### config.mk
export PLATFORM = sky130hd
export DESIGN_NAME = mem_access_unit
export DESIGN_NICKNAME = d
export VERILOG_FILES = /design/src/rtl/mem_access_unit.sv
export SDC_FILE = /design/constraint.sdc
export NUM_CORES = 1
export LEC_CHECK = 0
export BUFFER_PORTS_ARGS = -buffer_cell sky130_fd_sc_hd__buf_4
export CAP_MARGIN = 5
export CORE_MARGIN = 4
export CORE_UTILIZATION = 43
export DETAILED_ROUTE_END_ITERATION = 16
export PLACE_DENSITY = 0.73
export SLEW_MARGIN = 25
export SYNTH_ARGS = -nofsm -noshare
export SYNTH_HDL_FRONTEND = slang
export SYNTH_SLANG_ARGS = --single-unit
### constraint.sdc
create_clock -name clk_i -period 1.9 [get_ports clk_i]
set_input_delay 0.38 -clock clk_i [delete_from_list [all_inputs] [get_ports clk_i]]
set_output_delay 0.38 -clock clk_i [all_outputs]
set_load 0.1 [all_outputs]
### src/rtl/mem_access_unit.sv
// MEM-stage data-memory access unit: req/ack handshake, pipeline stall, lane steering and load extension.
// Optional build macro MISALIGN_CHK_EN adds misalign_o and traps misaligned half/word accesses.
module mem_access_unit #(
    parameter int unsigned TIMEOUT = 16,
    parameter int unsigned CNT_W   = 5
) (
    input  logic        clk_i,
    input  logic        rst_i,
    input  logic        MemRead_i,
    input  logic        MemWrite_i,
    input  logic [2:0]  funct3_i,
    input  logic [31:0] addr_i,
    input  logic [31:0] wdata_i,
    input  logic        mem_ack_i,
    input  logic [31:0] mem_rdata_i,
    output logic        mem_req_o,
    output logic        mem_we_o,
    output logic [31:0] mem_addr_o,
    output logic [31:0] mem_wdata_o,
    output logic [3:0]  mem_be_o,
    output logic [31:0] Memout_o,
    output logic        stall_o,
    output logic        bus_err_o
`ifdef MISALIGN_CHK_EN
    ,
    output logic        misalign_o
`endif
);

    typedef enum logic [1:0] {IDLE, BUSY, DONE} state_t;

    state_t          state_q, state_d;
    logic [CNT_W-1:0] cnt_q, cnt_d;
    logic [31:0]     addr_q, addr_d;
    logic [31:0]     wdata_q, wdata_d;
    logic [31:0]     memout_q, memout_d;
    logic [3:0]      be_q, be_d;
    logic            we_q, we_d;
    logic            err_q, err_d;
    logic [1:0]      lane_q, lane_d;
    logic [2:0]      f3_q, f3_d;
    logic            access;
    logic [3:0]      st_be;
    logic [31:0]     st_wdata;
`ifdef MISALIGN_CHK_EN
    logic            mis_q, mis_d;
    logic            misaligned;
`endif

    function automatic logic [31:0] ld_ext(input logic [2:0] f3, input logic [1:0] lane,
                                           input logic [31:0] rd);
        logic [31:0] sh;
        sh = rd >> {lane, 3'b000};
        case (f3)
            3'b000:  ld_ext = {{24{sh[7]}}, sh[7:0]};
            3'b100:  ld_ext = {24'h0, sh[7:0]};
            3'b001:  ld_ext = lane[1] ? {{16{rd[31]}}, rd[31:16]} : {{16{rd[15]}}, rd[15:0]};
            3'b101:  ld_ext = lane[1] ? {16'h0, rd[31:16]} : {16'h0, rd[15:0]};
            default: ld_ext = rd;
        endcase
    endfunction

    assign access = MemRead_i | MemWrite_i;

    always_comb begin
        st_be    = 4'b1111;
        st_wdata = wdata_i;
        if (MemWrite_i) begin
            case (funct3_i)
                3'b000: begin
                    st_be    = 4'b0001 << addr_i[1:0];
                    st_wdata = {4{wdata_i[7:0]}};
                end
                3'b001: begin
                    st_be    = addr_i[1] ? 4'b1100 : 4'b0011;
                    st_wdata = {2{wdata_i[15:0]}};
                end
                default: ;
            endcase
        end
    end

`ifdef MISALIGN_CHK_EN
    // Store decoding wins when both strobes are set, so misalignment follows the same priority.
    always_comb begin
        misaligned = 1'b0;
        if (MemWrite_i) begin
            misaligned = ((funct3_i == 3'b001) && addr_i[0]) ||
                         ((funct3_i == 3'b010) && (addr_i[1:0] != 2'b00));
        end else if (MemRead_i) begin
            misaligned = (((funct3_i == 3'b001) || (funct3_i == 3'b101)) && addr_i[0]) ||
                         ((funct3_i == 3'b010) && (addr_i[1:0] != 2'b00));
        end
    end
`endif

    always_comb begin
        state_d  = state_q;
        cnt_d    = cnt_q;
        addr_d   = addr_q;
        wdata_d  = wdata_q;
        memout_d = memout_q;
        be_d     = be_q;
        we_d     = we_q;
        lane_d   = lane_q;
        f3_d     = f3_q;
        err_d    = 1'b0;
        stall_o  = 1'b0;
`ifdef MISALIGN_CHK_EN
        mis_d    = 1'b0;
`endif
        case (state_q)
            IDLE: begin
                if (access) begin
                    stall_o = 1'b1;
`ifdef MISALIGN_CHK_EN
                    if (misaligned) begin
                        state_d = DONE;
                        mis_d   = 1'b1;
                        if (!MemWrite_i) memout_d = '0;
                    end else begin
`else
                    begin
`endif
                        state_d = BUSY;
                        cnt_d   = '0;
                        addr_d  = {addr_i[31:2], 2'b00};
                        lane_d  = addr_i[1:0];
                        f3_d    = funct3_i;
                        we_d    = MemWrite_i;
                        be_d    = st_be;
                        wdata_d = st_wdata;
                    end
                end
            end
            BUSY: begin
                stall_o = 1'b1;
                if (mem_ack_i) begin
                    state_d = DONE;
                    cnt_d   = '0;
                    if (!we_q) memout_d = ld_ext(f3_q, lane_q, mem_rdata_i);
                end else if (cnt_q == CNT_W'(TIMEOUT - 1)) begin
                    state_d  = DONE;
                    cnt_d    = '0;
                    memout_d = '0;
                    err_d    = 1'b1;
                end else begin
                    cnt_d = cnt_q + 1'b1;
                end
            end
            DONE: begin
                state_d = IDLE;
                cnt_d   = '0;
            end
            default: state_d = IDLE;
        endcase
    end

    always_ff @(posedge clk_i) begin
        if (rst_i) begin
            state_q  <= IDLE;
            cnt_q    <= '0;
            addr_q   <= '0;
            wdata_q  <= '0;
            memout_q <= '0;
            be_q     <= '0;
            we_q     <= 1'b0;
            err_q    <= 1'b0;
            lane_q   <= '0;
            f3_q     <= '0;
`ifdef MISALIGN_CHK_EN
            mis_q    <= 1'b0;
`endif
        end else begin
            state_q  <= state_d;
            cnt_q    <= cnt_d;
            addr_q   <= addr_d;
            wdata_q  <= wdata_d;
            memout_q <= memout_d;
            be_q     <= be_d;
            we_q     <= we_d;
            err_q    <= err_d;
            lane_q   <= lane_d;
            f3_q     <= f3_d;
`ifdef MISALIGN_CHK_EN
            mis_q    <= mis_d;
`endif
        end
    end

    assign mem_req_o   = (state_q == BUSY);
    assign mem_we_o    = we_q;
    assign mem_addr_o  = addr_q;
    assign mem_wdata_o = wdata_q;
    assign mem_be_o    = be_q;
    assign Memout_o    = memout_q;
    assign bus_err_o   = err_q;
`ifdef MISALIGN_CHK_EN
    assign misalign_o  = mis_q;
`endif

endmodule

* Word level (Yosys, flattened, before mapping)
Cells that the tools add are included.
** Storage, ports and cells
- Flip-flop bits (word level) :: 112
- Latch bits :: 0
- Memory bits (writable) :: 0
- Memory bits (read-only) :: 0
- Bits of input ports :: 104
- Output and inout bits :: 104
- Logic and storage cells :: 57
- Memories kept :: 0
** Cells by class
- $add $sub $neg :: 1
- Multipliers :: 0
- Div/mod/pow operators :: 0
- Magnitude comparators :: 0
- Equality and inequality tests :: 10
- Shifts and indexed selects :: 2
- Muxes and demuxes :: 22
- Bitwise operators :: 2
- Reduce and logical (&&, ||, !) cells :: 10
** Operators with widths (number)
- $mux 32 :: 5
- $pmux 32 s4 :: 1
- $pmux 32 s2 :: 1
- $shr 32x5->8 :: 1
- $mux 16 :: 1
- $mux 5 :: 3
- $pmux 5 s3 :: 1
- $mux 4 :: 2
- $pmux 4 s2 :: 1
- $eq 3x1->1 const B :: 2
- $eq 3x3->1 const B :: 2
- $logic_not 3->1 :: 2
- $mux 2 :: 3
- $reduce_and 2->1 :: 3
- $add 5x1->5 const B :: 1
- $eq 5x4->1 const B :: 1
- $ne 2x2->1 const B :: 2
- $pmux 2 s2 :: 1
- $shl 1x2->4 const A :: 1
- $ne 3x2->1 const B :: 1
- $reduce_and 3->1 :: 1
- $reduce_bool 3->1 :: 1
- $reduce_or 3->1 :: 1
- $eq 2x1->1 const B :: 1
- 7 further kinds :: 8

* Depth between registers and ports, before layout
- Word-level depth :: 4
- Mapped depth :: 8
- Mapped depth without buffers :: 5

* Worst setup path after synthesis
Ideal clock, no wire load.
- Kind :: register -> register
- From :: register state_q[1]
- To :: register memout_q[16], in the netlist Memout_o[16]
- Library setup time :: 0.123 ns
- Arrival time :: 2.205 ns
- Data required time :: 1.777 ns
- Slack :: -0.428 ns
- Cell stages (with the launch flop) :: 9
- Path buffers :: 3
- Clock period less this slack :: 2.328 ns
- Path through :: dfxtp_1 > buf_6 > nand2b_4 > inv_1 > o211ai_1 > and2_1 > clkbuf_1 > buf_2 > a221o_2
** Between the ends
- Longest elaborated chain between the ends :: 2
** RTL lines
- from (decl) :: line 32 : state_t state_q, state_d;
- from (signal assigned) :: line 175 : state_q <= state_d;
- $eq 2x1->1
- net mem_req_o :: line 16 : output logic mem_req_o,
- $reduce_and 3->1 (no source line)
- to (signal assigned) :: line 179 : memout_q <= memout_d;
- to (decl) :: line 36 : logic [31:0] memout_q, memout_d;
The timed path passes the listed nets, and every way through them passes these cells.
A chain may end at the register's enable or synchronous reset.

* Worst setup path in the final report
- From :: register state_q[0]
- To :: output port mem_req_o
** Between the ends
- Longest elaborated chain between the ends :: 1
** RTL lines
- $eq 2x1->1 :: line 191 : assign mem_req_o = (state_q == BUSY);
- to (decl) :: line 16
Every way passes these cells.

==> flow_summary.toml <==
[cts]
cts_buffer_depth = 2
cts_max_level = 3
cts.hold.buffers_added = 0
clk_root_buffer_cell = "clkbuf_8"
clock_sinks = 112
clkSlewWorstSetupHoldPaths_ns = 0.11
tritoncts = "yes"
clock_buffers_created_by_tritoncts = 9
worst_skew_pair.late_latency_ns = 0.37

[setup_path]
critical-path-max-stage-delay_ns = 0.57
critical_path.startpoint_type = "flip-flop"
critical_path_cell_by_cell = "nand2b_4 -> clkinvlp_4 -> buf_4"
critical_path.endpoint_type = "primary output"
critical_path.max_fanout = 7
crit_arrival_ns = 1.45
required_time_of_the_critical_path_ns = 1.52
slowest_stage = "dfxtp_1"
timing_worst_setup_path_type = "flip-flop to primary output"

[power]
sw_frac_of_total = 0.430
largest_voltage_drop_on_the_vdd_net_uv = 543
power.combinational.fraction = 0.386
leakage_power_total_uw = 0.00296
cellPowerDensity_mw_per_mm2 = 1010
internal_power_uw = 3880
clkPwrFrac = 0.219
net_switching_power_of_the_design_uw = 2920
total_power_uw = 6800
pwr-share-seq = 0.395

[global_route]
grt_pass1_wl_um = 23000
grt_util_all_layers = 0.216
first_global_vias = 4667
grt_start_max_net_pins = 61
initial_antenna_violation_count = 0
grt.overflow.total = 0

[detailed_routing]
drt_iter0_markers = 255
route.detailed.drc = 0
avgRoutedWirePerCell_um = 16.1
detailed_routing_iteration_count_for_the_pre_antenna_repair_pass = 4
wirelength_um = 14200
detail_route.vias_per_cell = 5.29
route.vias.total = 4672
route.antenna.remaining_nets = 0

[timing]
finalClockSkew_ns = 0.0104
finalCritPeriodShare = 0.962
relSlewSlack = 0.403
finalSetupViolations = 0
timing.final.max_slew_violations = 0
totalNegativeSetupSlack_ns = 0
whs_ns = 0.244
final.min_clock_period_ns = 1.83
max_clock_freq_mhz = 547
worstMarginPinSlew_ns = 0.893
report.final.hold_viol_count = 0
grt_setup_unrepaired = "false"

[cells_and_area]
fillerInstances = 937
area_growth_pct = 40.2
multiInputGateArea_mm2 = 0.00240
final-seq-area_mm2 = 0.00225
drive_gt1_frac = 0.374
finish.net_count = 843
antenna_cells = 0

[floorplan]
die-area_mm2 = 0.0130
design.core.area_mm2 = 0.0109
die_height_um = 114
io_pins = 208
start_util = 0.443
die_x_extent_um = 114
row_count = 38

[job]
drv_cap = 0

[logic_synthesis]
synth-warning-count = 0
synthesis.area_mm2 = 0.00482
synth-main-ff-cell = "dfxtp_1"
synth-edff-count = 0
yosys.cell_types.count = 49
yosysSeqAreaShare = 0.465
postSynthRegisterBits = 112
postSynthAreaPerCell_um2 = 8.79
cells_after_synthesis = 549
async_reset_ff_frac = 0

[min_path]
holdCritPathClass = "primary input to flip-flop"

[placed_design]
final_weighted_congestion_in_routability_driven_placement = 0.841
placement.io_buffers = 205
dp_hpwl_um = 10700

[run_status]
status = "complete, no violations"
==> path summary, 6_finish.rpt <==
kind | from | to | slack [ns] | cells after the start
max | state_q[0] | mem_req_o | 0.07 | 3
min | addr_i[16] | mem_addr_o[16] | 0.24 | 3
max reg2reg | cnt_q[0] | Memout_o[26] | 0.09 | 6
min reg2reg | mem_addr_o[5] | mem_addr_o[5] | 0.46 | 2
==> power by group through the flow <==
stage | Clock [uW] | Combinational [uW] | Sequential, uW
after floorplan | 0 | 676 | 4000
after global placement | 0 | 2600 | 2730
after detailed placement | 0 | 2630 | 2740
after CTS | 1520 | 2630 | 2680
after global routing | 1610 | 2760 | 2720
final | 1490 | 2630 | 2690
==> cells in the mapped netlist (all sizes together) (2+ instances only) <==
master	number	area [um2]
nand2	123	462
dfxtp	112	2240
a21oi	71	359
clkbuf	29	110
nor2	21	78.8
nand2b	20	133
mux2i	17	170
a221o	16	173
buf	16	97.6
o21ai	13	65.1
a22oi	12	90.1
a211oi	11	82.6
mux2	11	124
a32o	10	100
o211ai	7	52.6
a211o	6	52.6
and3b	6	52.6
o2bb2ai	6	52.6
or3	6	37.5
and2	5	31.3
nor3	4	20.0
nand3	3	15.0
nor2b	3	18.8
inv	2	7.51
nor4	2	18.8
nor4b	2	47.6
==> worst max-delay path, delay by kind of cell (launching register included) <==
| kind | cells | cell delay, ns |
|---|---|---|
| AND/OR/NAND/NOR | 1 | 0.13 |
| buffers and inverters | 2 | 0.38 |
| flip-flops | 1 | 0.57 |
==> layout make-up <==
type / instances / area share
Inverter: 3 / 0.00222
Timing Repair Buffer: 222 / 0.254
Sequential cell: 112 / 0.332
Clock inverter: 6 / 0.0102
Multi-Input combinational cell: 390 / 0.355
Clock buffer: 10 / 0.0203
Tap cell: 140 / 0.0259
==> state kept, by name (all words and copies together) (netlist names) <==
name / count
mem_wdata_o: 32
state_q: 2
lane_q: 2
mem_addr_o: 30
f3_q: 3
mem_be_o: 4
mem_we_o: 1
Memout_o: 32
bus_err_o: 1
cnt_q: 5
==> kinds of logic (layout without fill, tap and decap cells) <==
| kind of cell | Yosys count | count (layout) | share of synthesized area |
|---|---|---|---|
| and+or+nand+nor | 200 | 200 | 0.198 |
| AOI/OAI and AO/OA | 157 | 157 | 0.221 |
| DFF | 112 | 112 | 0.465 |
| buffers and inverters | 48 | 241 | 0.0454 |
| muxes | 29 | 29 | 0.0656 |
| adders and majority gates | 1 | 1 | 0.00259 |
| other | 1 | 2 | 0.000777 |
| xor gates and xnor gates | 1 | 1 | 0.00182 |
==> per-stage QoR <==
step,setup slack (ns),cells,util,cell area (um2)
final,0.0726,883,0.621,6770
after detailed placement,0.0129,865,0.598,6520
after global routing,0.000275,883,0.621,6770
after global placement,0.0963,865,0.598,6520
after floorplan,-0.105,550,-,4850
after CTS,0.0159,881,0.617,6720
==> what timing repair did <==
item                                    in CTS  in global routing
buffers inserted                             0                  2
resized for setup                            0                  5
endpoints found under the setup margin       0                 24
==> routing by layer <==
| metal | routed length [um] | up-vias | global-route usage | part of all wire |
|---|---|---|---|---|
| met1 | 5910 | 2168 | 0.267 | 0.41 |
| met4 | 330 | 0 | 0.0744 | 0.023 |
| met2 | 6830 | 158 | 0.359 | 0.48 |
| li1 | - | 2318 | - | - |
| met3 | 1180 | 28 | 0.0653 | 0.083 |
| met5 | 0 | - | 0 | 0 |
==> cells in the final DEF (no fill, tap or decap), types with 6 or more instances in the layout <==
master	synthesis	final
o211ai_1	7	7
a221o_2	10	10
mux2i_1	17	17
nand2b_1	19	18
a211o_1	6	6
dfxtp_1	112	107
a221o_1	6	6
nor2_1	21	20
and3b_1	6	6
o21ai_0	12	12
mux2_2	11	11
clkbuf_8	0	10
or3_1	6	6
a211oi_1	11	11
a32o_1	10	10
a21oi_1	70	70
a22oi_1	12	12
buf_4	2	218
o2bb2ai_1	6	6
nand2_1	123	123
Note: power is estimated with default switching activity, not from simulation.
